<file path="src/rtl/dmem_arbiter.sv">
// dmem_arbiter: two-requester data-memory arbiter (IDLE/ACCESS/DONE); define DMEM_ARB_ROUND_ROBIN_EN for round-robin ties, else A wins ties
module dmem_arbiter #(
  parameter int AW = 5,
  parameter int DW = 16
) (
  input  logic          clk,
  input  logic          rst,
  input  logic          a_req,
  input  logic          a_we,
  input  logic [AW-1:0] a_addr,
  input  logic [DW-1:0] a_wdata,
  output logic          a_ack,
  output logic [DW-1:0] a_rdata,
  input  logic          b_req,
  input  logic          b_we,
  input  logic [AW-1:0] b_addr,
  input  logic [DW-1:0] b_wdata,
  output logic          b_ack,
  output logic [DW-1:0] b_rdata,
  output logic [AW-1:0] mem_addr,
  output logic [DW-1:0] mem_in,
  output logic          mem_read,
  input  logic [DW-1:0] mem_out
);
  typedef enum logic [1:0] {IDLE, ACCESS, DONE} state_t;
  state_t state;
  logic op_we, gnt_b, pick_b;
`ifdef DMEM_ARB_ROUND_ROBIN_EN
  logic last_b;
  assign pick_b = b_req & (~a_req | ~last_b);
  // remember who won the last grant so the next tie goes the other way
  always_ff @(posedge clk)
    if (rst) last_b <= 1'b1;
    else if (state == IDLE && (a_req | b_req)) last_b <= pick_b;
`else
  assign pick_b = b_req & ~a_req;
`endif
  // grant, one memory access cycle, then a single ack cycle before the next grant
  always_ff @(posedge clk) begin
    if (rst) begin
      state    <= IDLE;
      mem_read <= 1'b1;
      a_ack    <= 1'b0;
      b_ack    <= 1'b0;
      mem_addr <= '0;
      mem_in   <= '0;
      a_rdata  <= '0;
      b_rdata  <= '0;
      op_we    <= 1'b0;
      gnt_b    <= 1'b0;
    end else begin
      case (state)
        IDLE: if (a_req | b_req) begin
          gnt_b    <= pick_b;
          op_we    <= pick_b ? b_we : a_we;
          mem_addr <= pick_b ? b_addr : a_addr;
          mem_in   <= pick_b ? b_wdata : a_wdata;
          mem_read <= ~(pick_b ? b_we : a_we);
          state    <= ACCESS;
        end
        ACCESS: begin
          if (gnt_b) begin
            b_rdata <= op_we ? mem_in : mem_out;
            b_ack   <= 1'b1;
          end else begin
            a_rdata <= op_we ? mem_in : mem_out;
            a_ack   <= 1'b1;
          end
          mem_read <= 1'b1;
          state    <= DONE;
        end
        DONE: begin
          a_ack <= 1'b0;
          b_ack <= 1'b0;
          state <= IDLE;
        end
        default: state <= IDLE;
      endcase
    end
  end
endmodule

</file>
<file path="config.mk">
export PLATFORM = sky130hd
export DESIGN_NAME = dmem_arbiter
export DESIGN_NICKNAME = d
export VERILOG_FILES = /design/src/rtl/dmem_arbiter.sv
export SDC_FILE = /design/constraint.sdc
export NUM_CORES = 1
export LEC_CHECK = 0
export CAP_MARGIN = 20
export CORE_MARGIN = 1
export CORE_UTILIZATION = 40
export CTS_CLUSTER_SIZE = 16
export DETAILED_ROUTE_END_ITERATION = 10
export DONT_BUFFER_PORTS = 1
export SLEW_MARGIN = 20
export SYNTH_ARGS = -nofsm -noshare
export SYNTH_HDL_FRONTEND = slang
export SYNTH_SLANG_ARGS = --single-unit
export TNS_END_PERCENT = 30
</file>
<file path="constraint.sdc">
create_clock -name clk -period 3.3 [get_ports clk]
set_input_delay 0.33 -clock clk [delete_from_list [all_inputs] [get_ports clk]]
set_output_delay 0.33 -clock clk [all_outputs]
set_load 0.01 [all_outputs]
</file>
# Yosys cells after proc, flatten, opt, wreduce, memory -nomap -nowiden
# Index checks and enable logic that the tools add are counted.
# Widths: inputs -> output; s select.
[op_classes]
n_eq_ne = 5
n_mux = 12
n_bitwise = 5
n_reduce_logical = 9
[ops]
columns = ["op", "count"]
rows = [
  ["$mux 16", 2],
  ["$reduce_and 2->1", 6],
  ["$ne 2x2->1 const B", 3],
  ["$pmux 1 s2", 3],
  ["$mux 5", 1],
  ["$mux 1", 4],
  ["$pmux 2 s2", 1],
  ["$reduce_bool 2->1", 2],
  ["$not 1->1", 3],
  ["$eq 2x1->1 const B", 1],
  ["$eq 2x2->1 const B", 1],
  ["$logic_not 2->1", 1],
  ["$mux 2", 1],
  ["$and 1x1->1", 1],
  ["$or 1x1->1", 1],
]
[word_totals]
register_bits = 60
out_inout_bits = 56
elab_cells = 41

# Depth between registers and ports, before layout
[logic_depth]
ltp_word = 6
mapped_depth = 6
mapped_depth_nobuf = 3

# Worst setup path after synthesis
# OpenSTA, ideal clock, no wires.
[synth_path]
path_kind = "reg-to-reg"
from = "register op_we"
to = "register b_rdata[15]"
setup_time_ns = 0.145
arrival_ns = 1.060
t_required_ns = 3.155
path_slack_ns = 2.095
stages_incl_launch_ff = 5
path_buffers = 2
synth_period_minus_slack_ns = 1.205
cell_sequence = "dfxtp_1 buf_4 clkbuf_4 mux2i_1 a211oi_2"
[synth_between]
elab_chain_cells = 1
[synth_rtl]
columns = ["item", "line_no", "rtl"]
rows = [
  ["from (decl)", "27", "logic op_we, gnt_b, pick_b;"],
  ["from (signal assigned)", "55", "op_we <= pick_b ? b_we : a_we;"],
  ["$mux 16", "63", "b_rdata <= op_we ? mem_in : mem_out;"],
  ["to (signal assigned)", "63", ""],
  ["to (decl)", "19", "output logic [DW-1:0] b_rdata,"],
]
# No other way between the ends.
# A chain may end at the register's enable or synchronous reset.

# Worst setup path in the final report
[layout_path]
from = "register op_we"
to = "register b_rdata[8]"
# The elaborated chain is that of the path after synthesis.

==> out/qor.txt <==
switching pwr: 489 uW
vias: 1990
Crit path arrival time: 1.80 ns
clock slew at reported path FFs: 0.07 ns
RD Place Congestion: 0.784
Comb pwr share: 12.7%
total gr overflow: 0
die height: 82.8 um
antenna-violating nets left: 0
clock share of power: 34.5%
final-report setup violation count: 0
Worst setup SP type: flop
Root Buffer: clkbuf_8
count of max-cap constraint violations: 0
Seq/Total Area, Yosys: 46.0%
Final min period: 1.61 ns
hold path cells: 1
first-pass GRT wire length: 9650 um
I/O Pins: 120
DR pass1 iterations: 4
fmax: 0.622 GHz
Synth Net Count: 343
Yosys Warn Count: 0
EDFF count, synth: 0
post-CTS sizing: 0
GRT Overall Usage: 19.7%
die area: 6850 sq um
CTS tree: done
Max H-tree Level: 3
number of distinct library cells after synthesis: 31
area leader, netlist: dfxtp_1
Post-CTS Setup Inserts: 0
DRC viols: 0
core footprint: 6310 sq um
reg-to-reg setup timing slack: 1.69 ns
met2 usage: 28.4%
Worst EP required: 3.50 ns
fin util: 43.2%
worst clock skew: 0.00769 ns
Max IR drop VDD: 0.270 mV
row count: 29
Port Buffers: 0
Synth Cell Area: 2610 sq um
vias in the first global route: 1797
largest net degree at the start of global routing: 60
Placed Cells: 331
power per cell area: 615 nW/um^2
switching share of power: 29.2%
endpoints failing hold: 0
Yosys top cell area share: 46.0%
critical path fanouts, max: 17
Reg-to-Reg Start: op_we
Slew @ Worst Pin: 0.924 ns
syn_area_per_cell: 9.35 sq um
Worst Hold Class: primary input to flop
part of the power in registers: 52.9%
dpl hpwl: 4510 um
Pint: 1190 uW
Slew headroom: 38.3%
Leak: 0.000945 uW
R2R Path End: b_rdata[8]
detailed-route wire length per cell: 19.1 um
Post-synth top flop: dfxtp_1
max-slew violation count: 0
post-synthesis register bit count: 60
Setup Crit Path Kind: flop to flop
worst r2r path cells: 2
Die X: 82.8 um
hold worst-path end: a_rdata[5]
crit end category: flop
Worst Hold Slack: 0.0559 ns
Synth async-reset ratio: 0%
synth top area cells: dfxtp_1, a211oi_2, a311oi_1
RSZ-0062 raised after global routing: no
vias per inst: 5.75
final setup TNS: 0 ns
Iter 0 DRT Violations: 70
Tot Pwr: 1680 uW
cells after synthesis: 279
# clock sinks: 60
initial antenna violation count: 0
Layout area overhead: 4.46%
final worst-path cycle share: 48.7%
fraction of layout cells with a size suffix above 1: 13.4%
Initial Util: 41.3%
Layout Cells excl Fill: 346
min-delay src: rst
top post-synthesis cells by count: dfxtp_1, nand2_1, nor2_1
grt met3 use: 7.43%
worst-skew pair later-pin latency: 0.33 ns
Routed Wire Length: 6600 um
CTS Hold Bufs: 0
antenna cells: 0
nets: 329
GRT met1 Usage: 25.8%
busiest layer in global routing: met2
maximum clock insertion buffer count: 2
most numerous cell in the Yosys netlist: dfxtp_1
number of buffers created by CTS: 9
status: complete, no violations
[critical path, cell delays in order (launching register included)]
cell	delay [ns]
dfxtp_1	0.93
mux2i_1	0.42
a211oi_1	0.12
[area by class of cell]
cell class | count | area [sq um]
clock buffer | 13 | 159
inverter | 2 | 7.51
sequential | 60 | 1200
clock inverter | 2 | 10.0
multi-input combinational | 189 | 1230
fill | 638 | 3590
tap | 77 | 96.3
timing repair buffer | 3 | 22.5
[metal layers]
| metal | vias to the layer above | wire length, um |
|---|---|---|
| li1 | 975 | - |
| met1 | 926 | 2930 |
| met2 | 77 | 3000 |
| met3 | 12 | 562 |
| met4 | 0 | 112 |
| met5 | - | 0 |
[layout by cell type, fill, tap and decap left out, drive strengths merged, types with 2 or more instances in the layout]
cell type / n
a211oi: 33
a21oi: 25
a311oi: 21
buf: 3
clkbuf: 13
clkinv: 2
dfxtp: 60
inv: 2
mux2i: 16
nand2: 43
nor2: 35
nor3b: 2
[worst max-delay path by stage]
stage | start | end | slack [ns]
2_1_floorplan | op_we | b_rdata[15] | 2.10
3_3_place_gp | op_we | b_rdata[5] | 1.73
3_5_place_dp | op_we | b_rdata[8] | 1.70
4_1_cts | op_we | b_rdata[5] | 1.69
5_1_grt | state[0] | a_rdata[2] | 1.55
6_report | op_we | b_rdata[8] | 1.69
[cell families (layout without fill, tap and decap cells)]
family | after synthesis | count (layout) | synth area share, %
flip-flops | 60 | 60 | 46.0
AO/OA/AOI/OAI | 85 | 85 | 26.3
AND/OR/NAND/NOR | 88 | 88 | 14.5
multiplexers | 16 | 16 | 6.14
buffers and inverters | 30 | 20 | 7.05
[flip-flops by register name, summed over array words and instances (netlist names), 2 cells and up]
name	flops
mem_in	16
mem_addr	5
state	2
a_rdata	16
b_rdata	16
[through the flow]
stage                     instance area [sq um]  setup slack (ns)
after global placement                     2560              1.73
after detailed placement                   2560              1.70
after global routing                       2730              1.55
final                                      2730              1.69
after CTS                                  2730              1.69
after floorplan                            2610              2.10
[power groups by stage]
stage / Clock [uW] / Sequential, uW / Combinational (uW)
after global placement: 0 / 903 / 210
after detailed placement: 0 / 904 / 215
after global routing: 639 / 898 / 242
after floorplan: 0 / 868 / 218
final: 578 / 887 / 212
after CTS: 592 / 888 / 215
Note: power is estimated with default switching activity, not from simulation.
